`src/rtl/ccc_clken_gen_if.sv`:
```
// Control/status bundle of the fabric clock-enable generator.
// Signal suffixes are from the generator's point of view.
interface ccc_clken_gen_if #(
    parameter int NUM_CH = 3,
    parameter int DIV_W  = 5,
    parameter int DLY_W  = 5
) ();
    localparam int SEL_W = (NUM_CH > 1) ? $clog2(NUM_CH) : 1;

    logic              resync_i;
    logic [NUM_CH-1:0] ch_en_i;
    logic              cfg_we_i;
    logic [SEL_W-1:0]  cfg_sel_i;
    logic [DIV_W-1:0]  cfg_div_i;
    logic [DLY_W-1:0]  cfg_dly_i;
    logic [NUM_CH-1:0] ce_o;
    logic              lock_o;
    logic [NUM_CH-1:0] pending_o;

    modport slave (
        input  resync_i, ch_en_i, cfg_we_i, cfg_sel_i, cfg_div_i, cfg_dly_i,
        output ce_o, lock_o, pending_o
    );

    modport master (
        output resync_i, ch_en_i, cfg_we_i, cfg_sel_i, cfg_div_i, cfg_dly_i,
        input  ce_o, lock_o, pending_o
    );
endinterface

```
`src/rtl/ccc_clken_gen.sv`:
```
// Fabric clock-enable generator: NUM_CH programmable CE pulse trains with per-channel
// divide and phase delay, aligned by a settle/lock sequencer that RESYNC can restart.
module ccc_clken_gen #(
    parameter int NUM_CH      = 3,
    parameter int DIV_W       = 5,
    parameter int DLY_W       = 5,
    parameter int DEF_DIV     = 3,
    parameter int LOCK_CYCLES = 64
) (
    input  logic           clk,
    input  logic           rst_n,
    ccc_clken_gen_if.slave bus
);
    localparam int LCNT_W = $clog2(LOCK_CYCLES);
    localparam logic [LCNT_W-1:0] LCNT_LAST = LCNT_W'(LOCK_CYCLES - 1);
    localparam logic [DIV_W-1:0]  DIV_RST   = DIV_W'(DEF_DIV);

    localparam logic [1:0] ST_IDLE  = 2'd0;
    localparam logic [1:0] ST_PHASE = 2'd1;
    localparam logic [1:0] ST_RUN   = 2'd2;

    logic [LCNT_W-1:0] lcnt_q, lcnt_d;
    logic              lock_q, lock_d;
    logic              lock_set;

    logic [NUM_CH-1:0][1:0]       state_q, state_d;
    logic [NUM_CH-1:0][DIV_W-1:0] pcnt_q, pcnt_d;
    logic [NUM_CH-1:0][DIV_W-1:0] div_act_q, div_act_d;
    logic [NUM_CH-1:0][DIV_W-1:0] div_sh_q, div_sh_d;
    logic [NUM_CH-1:0][DLY_W-1:0] dcnt_q, dcnt_d;
    logic [NUM_CH-1:0][DLY_W-1:0] dly_act_q, dly_act_d;
    logic [NUM_CH-1:0][DLY_W-1:0] dly_sh_q, dly_sh_d;
    logic [NUM_CH-1:0]            ce_q, ce_d;
    logic [NUM_CH-1:0]            pending_q, pending_d;
    logic [NUM_CH-1:0]            fire, promote, wr;

    // The counter freezes once locked; the LOCK-setting edge doubles as a start edge.
    always_comb begin
        lcnt_d   = lcnt_q;
        lock_d   = lock_q;
        lock_set = !lock_q && (lcnt_q == LCNT_LAST);
        if (bus.resync_i) begin
            lcnt_d = '0;
            lock_d = 1'b0;
        end else if (!lock_q) begin
            if (lock_set) begin
                lock_d = 1'b1;
            end else begin
                lcnt_d = lcnt_q + 1'b1;
            end
        end
    end

    always_comb begin
        state_d   = state_q;
        pcnt_d    = pcnt_q;
        dcnt_d    = dcnt_q;
        div_act_d = div_act_q;
        dly_act_d = dly_act_q;
        div_sh_d  = div_sh_q;
        dly_sh_d  = dly_sh_q;
        pending_d = pending_q;
        ce_d      = '0;
        fire      = '0;
        promote   = '0;
        wr        = '0;
        for (int i = 0; i < NUM_CH; i++) begin
            if (bus.resync_i || !bus.ch_en_i[i]) begin
                state_d[i] = ST_IDLE;
            end else begin
                case (state_q[i])
                    ST_IDLE: begin
                        if (lock_q || lock_set) begin
                            if (dly_act_q[i] == '0) begin
                                state_d[i] = ST_RUN;
                                fire[i]    = 1'b1;
                            end else begin
                                state_d[i] = ST_PHASE;
                                dcnt_d[i]  = dly_act_q[i] - 1'b1;
                            end
                        end
                    end
                    // Down-counter so a DLY promoted mid-phase cannot disturb this start.
                    ST_PHASE: begin
                        if (dcnt_q[i] == '0) begin
                            state_d[i] = ST_RUN;
                            fire[i]    = 1'b1;
                        end else begin
                            dcnt_d[i] = dcnt_q[i] - 1'b1;
                        end
                    end
                    ST_RUN: begin
                        if (pcnt_q[i] == div_act_q[i]) begin
                            fire[i] = 1'b1;
                        end else begin
                            pcnt_d[i] = pcnt_q[i] + 1'b1;
                        end
                    end
                    default: state_d[i] = ST_IDLE;
                endcase
            end

            if (fire[i]) begin
                ce_d[i]   = 1'b1;
                pcnt_d[i] = '0;
            end

            // Promote only on a CE edge while running so no period is cut or stretched.
            promote[i] = pending_q[i] && !bus.resync_i && (fire[i] || state_q[i] != ST_RUN);
            if (promote[i]) begin
                div_act_d[i] = div_sh_q[i];
                dly_act_d[i] = dly_sh_q[i];
                pending_d[i] = 1'b0;
            end

            wr[i] = bus.cfg_we_i && (int'(bus.cfg_sel_i) == i);
            if (wr[i]) begin
                div_sh_d[i]  = bus.cfg_div_i;
                dly_sh_d[i]  = bus.cfg_dly_i;
                pending_d[i] = 1'b1;
            end
        end
    end

    always_ff @(posedge clk or negedge rst_n) begin
        if (!rst_n) begin
            lcnt_q    <= '0;
            lock_q    <= 1'b0;
            state_q   <= {NUM_CH{ST_IDLE}};
            pcnt_q    <= '0;
            dcnt_q    <= '0;
            div_act_q <= {NUM_CH{DIV_RST}};
            div_sh_q  <= {NUM_CH{DIV_RST}};
            dly_act_q <= '0;
            dly_sh_q  <= '0;
            ce_q      <= '0;
            pending_q <= '0;
        end else begin
            lcnt_q    <= lcnt_d;
            lock_q    <= lock_d;
            state_q   <= state_d;
            pcnt_q    <= pcnt_d;
            dcnt_q    <= dcnt_d;
            div_act_q <= div_act_d;
            div_sh_q  <= div_sh_d;
            dly_act_q <= dly_act_d;
            dly_sh_q  <= dly_sh_d;
            ce_q      <= ce_d;
            pending_q <= pending_d;
        end
    end

    assign bus.ce_o      = ce_q;
    assign bus.lock_o    = lock_q;
    assign bus.pending_o = pending_q;
endmodule

```
`src/flat_wrapper.sv`:
```
// flat-port wrapper written by rule: the top's interface ports become plain ports
module ccc_clken_gen_flat 
#(
    parameter int NUM_CH      = 3,
    parameter int DIV_W       = 5,
    parameter int DLY_W       = 5,
    parameter int DEF_DIV     = 3,
    parameter int LOCK_CYCLES = 64
)
  (clk, rst_n, bus_resync_i, bus_ch_en_i, bus_cfg_we_i, bus_cfg_sel_i, bus_cfg_div_i, bus_cfg_dly_i, bus_ce_o, bus_lock_o, bus_pending_o);
  ccc_clken_gen_if #(.NUM_CH(NUM_CH), .DIV_W(DIV_W), .DLY_W(DLY_W)) bus_i ();
  input  logic clk;
  input  logic rst_n;
  input wire logic [$bits(bus_i.resync_i)-1:0] bus_resync_i;
  input wire logic [$bits(bus_i.ch_en_i)-1:0] bus_ch_en_i;
  input wire logic [$bits(bus_i.cfg_we_i)-1:0] bus_cfg_we_i;
  input wire logic [$bits(bus_i.cfg_sel_i)-1:0] bus_cfg_sel_i;
  input wire logic [$bits(bus_i.cfg_div_i)-1:0] bus_cfg_div_i;
  input wire logic [$bits(bus_i.cfg_dly_i)-1:0] bus_cfg_dly_i;
  output wire logic [$bits(bus_i.ce_o)-1:0] bus_ce_o;
  output wire logic [$bits(bus_i.lock_o)-1:0] bus_lock_o;
  output wire logic [$bits(bus_i.pending_o)-1:0] bus_pending_o;
  assign bus_i.resync_i = bus_resync_i;
  assign bus_i.ch_en_i = bus_ch_en_i;
  assign bus_i.cfg_we_i = bus_cfg_we_i;
  assign bus_i.cfg_sel_i = bus_cfg_sel_i;
  assign bus_i.cfg_div_i = bus_cfg_div_i;
  assign bus_i.cfg_dly_i = bus_cfg_dly_i;
  assign bus_ce_o = bus_i.ce_o;
  assign bus_lock_o = bus_i.lock_o;
  assign bus_pending_o = bus_i.pending_o;
  ccc_clken_gen #(.NUM_CH(NUM_CH), .DIV_W(DIV_W), .DLY_W(DLY_W), .DEF_DIV(DEF_DIV), .LOCK_CYCLES(LOCK_CYCLES)) u_core (.clk(clk), .rst_n(rst_n), .bus(bus_i));
endmodule
```
`config.mk`:
```
export PLATFORM = sky130hd
export DESIGN_NAME = ccc_clken_gen_flat
export DESIGN_NICKNAME = d
export VERILOG_FILES = /design/src/rtl/ccc_clken_gen_if.sv /design/src/rtl/ccc_clken_gen.sv /design/src/flat_wrapper.sv
export SDC_FILE = /design/constraint.sdc
export NUM_CORES = 1
export LEC_CHECK = 0
export CAP_MARGIN = 25
export CORE_UTILIZATION = 60
export DETAILED_ROUTE_END_ITERATION = 16
export GPL_TIMING_DRIVEN = 1
export PLACE_DENSITY = 0.76
export SLEW_MARGIN = 30
export SYNTH_ARGS = -nofsm -noshare
export SYNTH_HDL_FRONTEND = slang
export SYNTH_SLANG_ARGS = --single-unit
```
`constraint.sdc`:
```
create_clock -name clk -period 2.6 [get_ports clk]
set_input_delay 0.26 -clock clk [delete_from_list [all_inputs] [get_ports clk]]
set_output_delay 0.26 -clock clk [all_outputs]
set_load 0.05 [all_outputs]
```
==> results by group <==
CTS
  • Clock latency on the worst-skew pair: 0.37 ns
  • Bufs on Longest Clock Path: 2
  • Clk sink count: 109
  • H-tree level count: 3
  • Setup Buffers After CTS: 0
  • Root Buffer: clkbuf_8
  • CTS tree: built
  • Post-CTS sizing: 0
  • Post-CTS clock slew at the launch and capture registers of the worst setup and hold paths: approximately 0.11 ns
  • Total CTS buffers: 9

Floorplanning
  • I/O Pins: 26
  • Effective utilization at floorplan: 0.6316
  • Chip Width: 95.93 µm
  • Die Outline Area: a little over 0.009 mm²
  • Core region area: 0.008382 mm²
  • Count of standard-cell rows: 33
  • Die height: 95.93 µm

Synthesis
  • Async S/R FF share, synth: 1.000
  • Number of storage elements in the synthesis netlist: 109
  • Number of enable flip-flop cells after synthesis: 0
  • Multiplexer share of the synthesized area: 0.1600
  • Synth Instances: 466
  • Post-Syn Area per Cell: 11.36 µm²
  • Synth Cell Area: roughly 0.0053 mm²
  • Fraction of the yosys area taken by sequential cells: 0.5181
  • Netlist cell types: 61
  • Simple-Gate Fraction of Synth Area: 0.1158
  • XOR/XNOR share of the synthesized area: 0.04302
  • Post-synthesis share of cell area spent on full adders, half adders and majority gates: 0.01654
  • Leading register cell type out of synthesis: dfrtp_1
  • Synthesized net count: between 400 and 500
  • Main combinational cell family by area after synthesis: multiplexers
  • Synthesized-area fraction occupied by ao, oa, aoi and oai cells: 0.1231
  • Ys Warns: 0

Cells and area
  • Most frequent standard cell in the layout excluding fill and tap cells: dfrtp_1
  • Area of the multi-input gates: 0.002432 mm²
  • Post-layout nets: 526
  • Area growth, synth to finish: 12.12%
  • Final Instance Count excl. Fillers: 610
  • Commonest cells after routing, fill and taps aside: dfrtp_1, mux2_2, nor2_1
  • Ant. Diodes: 0
  • Fraction of final layout cells sized beyond drive strength 1: 0.2257
  • Fillers: 625
  • Sequential cell area in the final layout: 0.002743 mm²

Global route
  • GRT Util Overall: 0.2486
  • Number of global-route vias before repair: 3598
  • Number of antenna violations at the first check in global routing: 0
  • Global-route wire length before repair: approximately 17 mm
  • GRT Residual Overflow: 0
  • Maximum number of pins on one net before global-route repair: 54

Routing
  • Routed vias/inst: 6.069
  • Total Wirelength: slightly above 10 mm
  • Final routed DRC violation total: 0
  • DR pass1 iterations: 4
  • Number of vias in the routed layout: 3702
  • First DRT Iteration DRCs: 245
  • Routed len/inst: about 17 µm
  • Antenna Violating Nets Remaining: 0

Run
  • # Max-Cap Violations: 0

Setup path
  • Req. time, crit path: 2.85 ns
  • Classification of the worst setup path: flop to flop
  • Kind of start point of the critical path: flop
  • Setup crit end kind: flop
  • Arrival time worst endpoint: 2.52 ns
  • Peak fanout along the critical path: 10

Timing
  • Hold violation total from the final report: 0
  • Hold_ws: between 0.4 and 0.5 ns
  • Number of pins with negative max-slew slack in the final report: 0
  • Post-route minimum period: 2.275 ns
  • Upper clock frequency limit: 439.6 MHz
  • Tcrit/Tclk final: 0.8749
  • Worst clock skew on the final layout: approximately 0.012 ns
  • RSZ-0062 raised after global routing: no
  • Setup TNS after final layout: 0 ns
  • Setup violators final: 0
  • Worst-Margin Slew: 0.6557 ns
  • Normalized max-slew margin: 0.5628

Power and ir drop
  • PD cells: 727.8 mW/mm²
  • Overall power after layout: between 4 and 5 mW
  • Max IR drop VDD: 0.0005472 V
  • Leakage dissipation: 2.598 nW

Placement
  • Number of placed instances with taps included: 593
  • GPL Wtd Cong: roughly 0.84
  • Detailed placer's ending HPWL: between 7 and 8 mm
  • IO buf count: 25

Run status
  • Run status: finished, final reports clean

Min path
  • Class of the worst hold path: primary input to asynchronous set/reset pin
[cell usage after synthesis (5+ instances only)]
| library cell | count | share of area |
|---|---|---|
| nand2b_1 | 7 | 0.0083 |
| inv_1 | 13 | 0.0092 |
| xor2_1 | 16 | 0.026 |
| nor3_1 | 8 | 0.0076 |
| clkbuf_1 | 13 | 0.0092 |
| a31oi_1 | 7 | 0.0083 |
| dfrtp_1 | 97 | 0.46 |
| xnor2_1 | 10 | 0.017 |
| o21ai_0 | 17 | 0.016 |
| ha_1 | 7 | 0.017 |
| nor2_1 | 34 | 0.024 |
| dfstp_2 | 12 | 0.060 |
| and3_1 | 5 | 0.0059 |
| o31ai_1 | 5 | 0.0071 |
| mux2_2 | 65 | 0.14 |
| a21oi_1 | 29 | 0.027 |
| mux2i_1 | 10 | 0.019 |
| nand2_1 | 29 | 0.021 |
| nand3_1 | 8 | 0.0076 |
[logic make-up (layout without fill, tap and decap cells)]
logic type	after synthesis	count (layout)
multiplexers	76	76
XOR/XNOR	26	26
buffers and inverters	30	69
flip-flops	109	109
AO/OA/AOI/OAI	96	96
AND/OR/NAND/NOR	122	122
adder cells (fa/ha/maj)	7	7
[layout make-up]
class | instances | area share
timing repair buffer | 40 | 0.06324
clock buffer | 11 | 0.02382
multi-input combinational | 327 | 0.4098
sequential | 109 | 0.4621
clock inverter | 5 | 0.01075
inverter | 13 | 0.008221
tap | 105 | 0.02213
[final timing paths]
path                                      from                    to  slack [ns]  cells past startpoint
setup / recovery           u_core.div_act_q[0]   u_core.dly_act_q[0]        0.33                      5
hold / removal                           rst_n      u_core.pcnt_q[8]        0.45                      2
setup reg to reg           u_core.div_act_q[0]   u_core.dly_act_q[0]        0.33                      5
hold reg to reg            u_core.dly_sh_q[13]  u_core.dly_act_q[13]        0.51                      1
max in group asynchronous                rst_n    u_core.div_sh_q[5]        1.33                      3
min in group clk           u_core.dly_sh_q[13]  u_core.dly_act_q[13]        0.51                      1
[per-stage QoR]
| stage | util | cell area, µm² | setup WS (ns) |
|---|---|---|---|
| finish | 0.7082 | 5936 | 0.3253 |
| global placement | 0.6825 | 5720 | 0.4398 |
| detailed placement | 0.6825 | 5720 | 0.3732 |
| floorplan | - | 5294 | 0.5281 |
| global route | 0.7082 | 5936 | 0.1807 |
| CTS | 0.7082 | 5936 | 0.3217 |
[registers in the layout, summed over array words and instances, names as in the netlist]
register              count
u_core.div_act_q         15
u_core.dly_act_q         15
u_core.pcnt_q            15
u_core.dly_sh_q          15
u_core.dcnt_q            15
u_core.bus.ce_o           3
u_core.lcnt_q             6
u_core.bus.pending_o      3
u_core.bus.lock_o         1
u_core.state_q            6
u_core.div_sh_q          15
[layer usage]
| metal | track usage | wire [µm] | up-vias |
|---|---|---|---|
| met5 | 0 | 0 | - |
| met4 | 0.07338 | 112 | 0 |
| met3 | 0.04976 | 284 | 9 |
| met2 | 0.3970 | 4964 | 59 |
| met1 | 0.3460 | 4974 | 1880 |
| li1 | - | - | 1754 |
[report_power, final]
| part | internal, mW | leakage [nW] | switching [mW] |
|---|---|---|---|
| logic | 0.508 | 1.16 | 0.431 |
| registers | 2.04 | 1.34 | 0.273 |
| clock network | 0.484 | 0.101 | 0.585 |
[timing repair]
item | 4_1_cts | 5_1_grt
endpoints found under the hold margin | 45 | 0
endpoints found under the setup margin | 0 | 0
hold buffers | 1 | 0
[critical path, cell delays in order, from the launching register on]
cell	delay [ns]
dfstp_2	0.55
xnor2_1	0.11
nand3_1	0.16
o311ai_0	0.41
and3b_1	0.53
mux2_2	0.40
(Power assumes the default switching activity.)
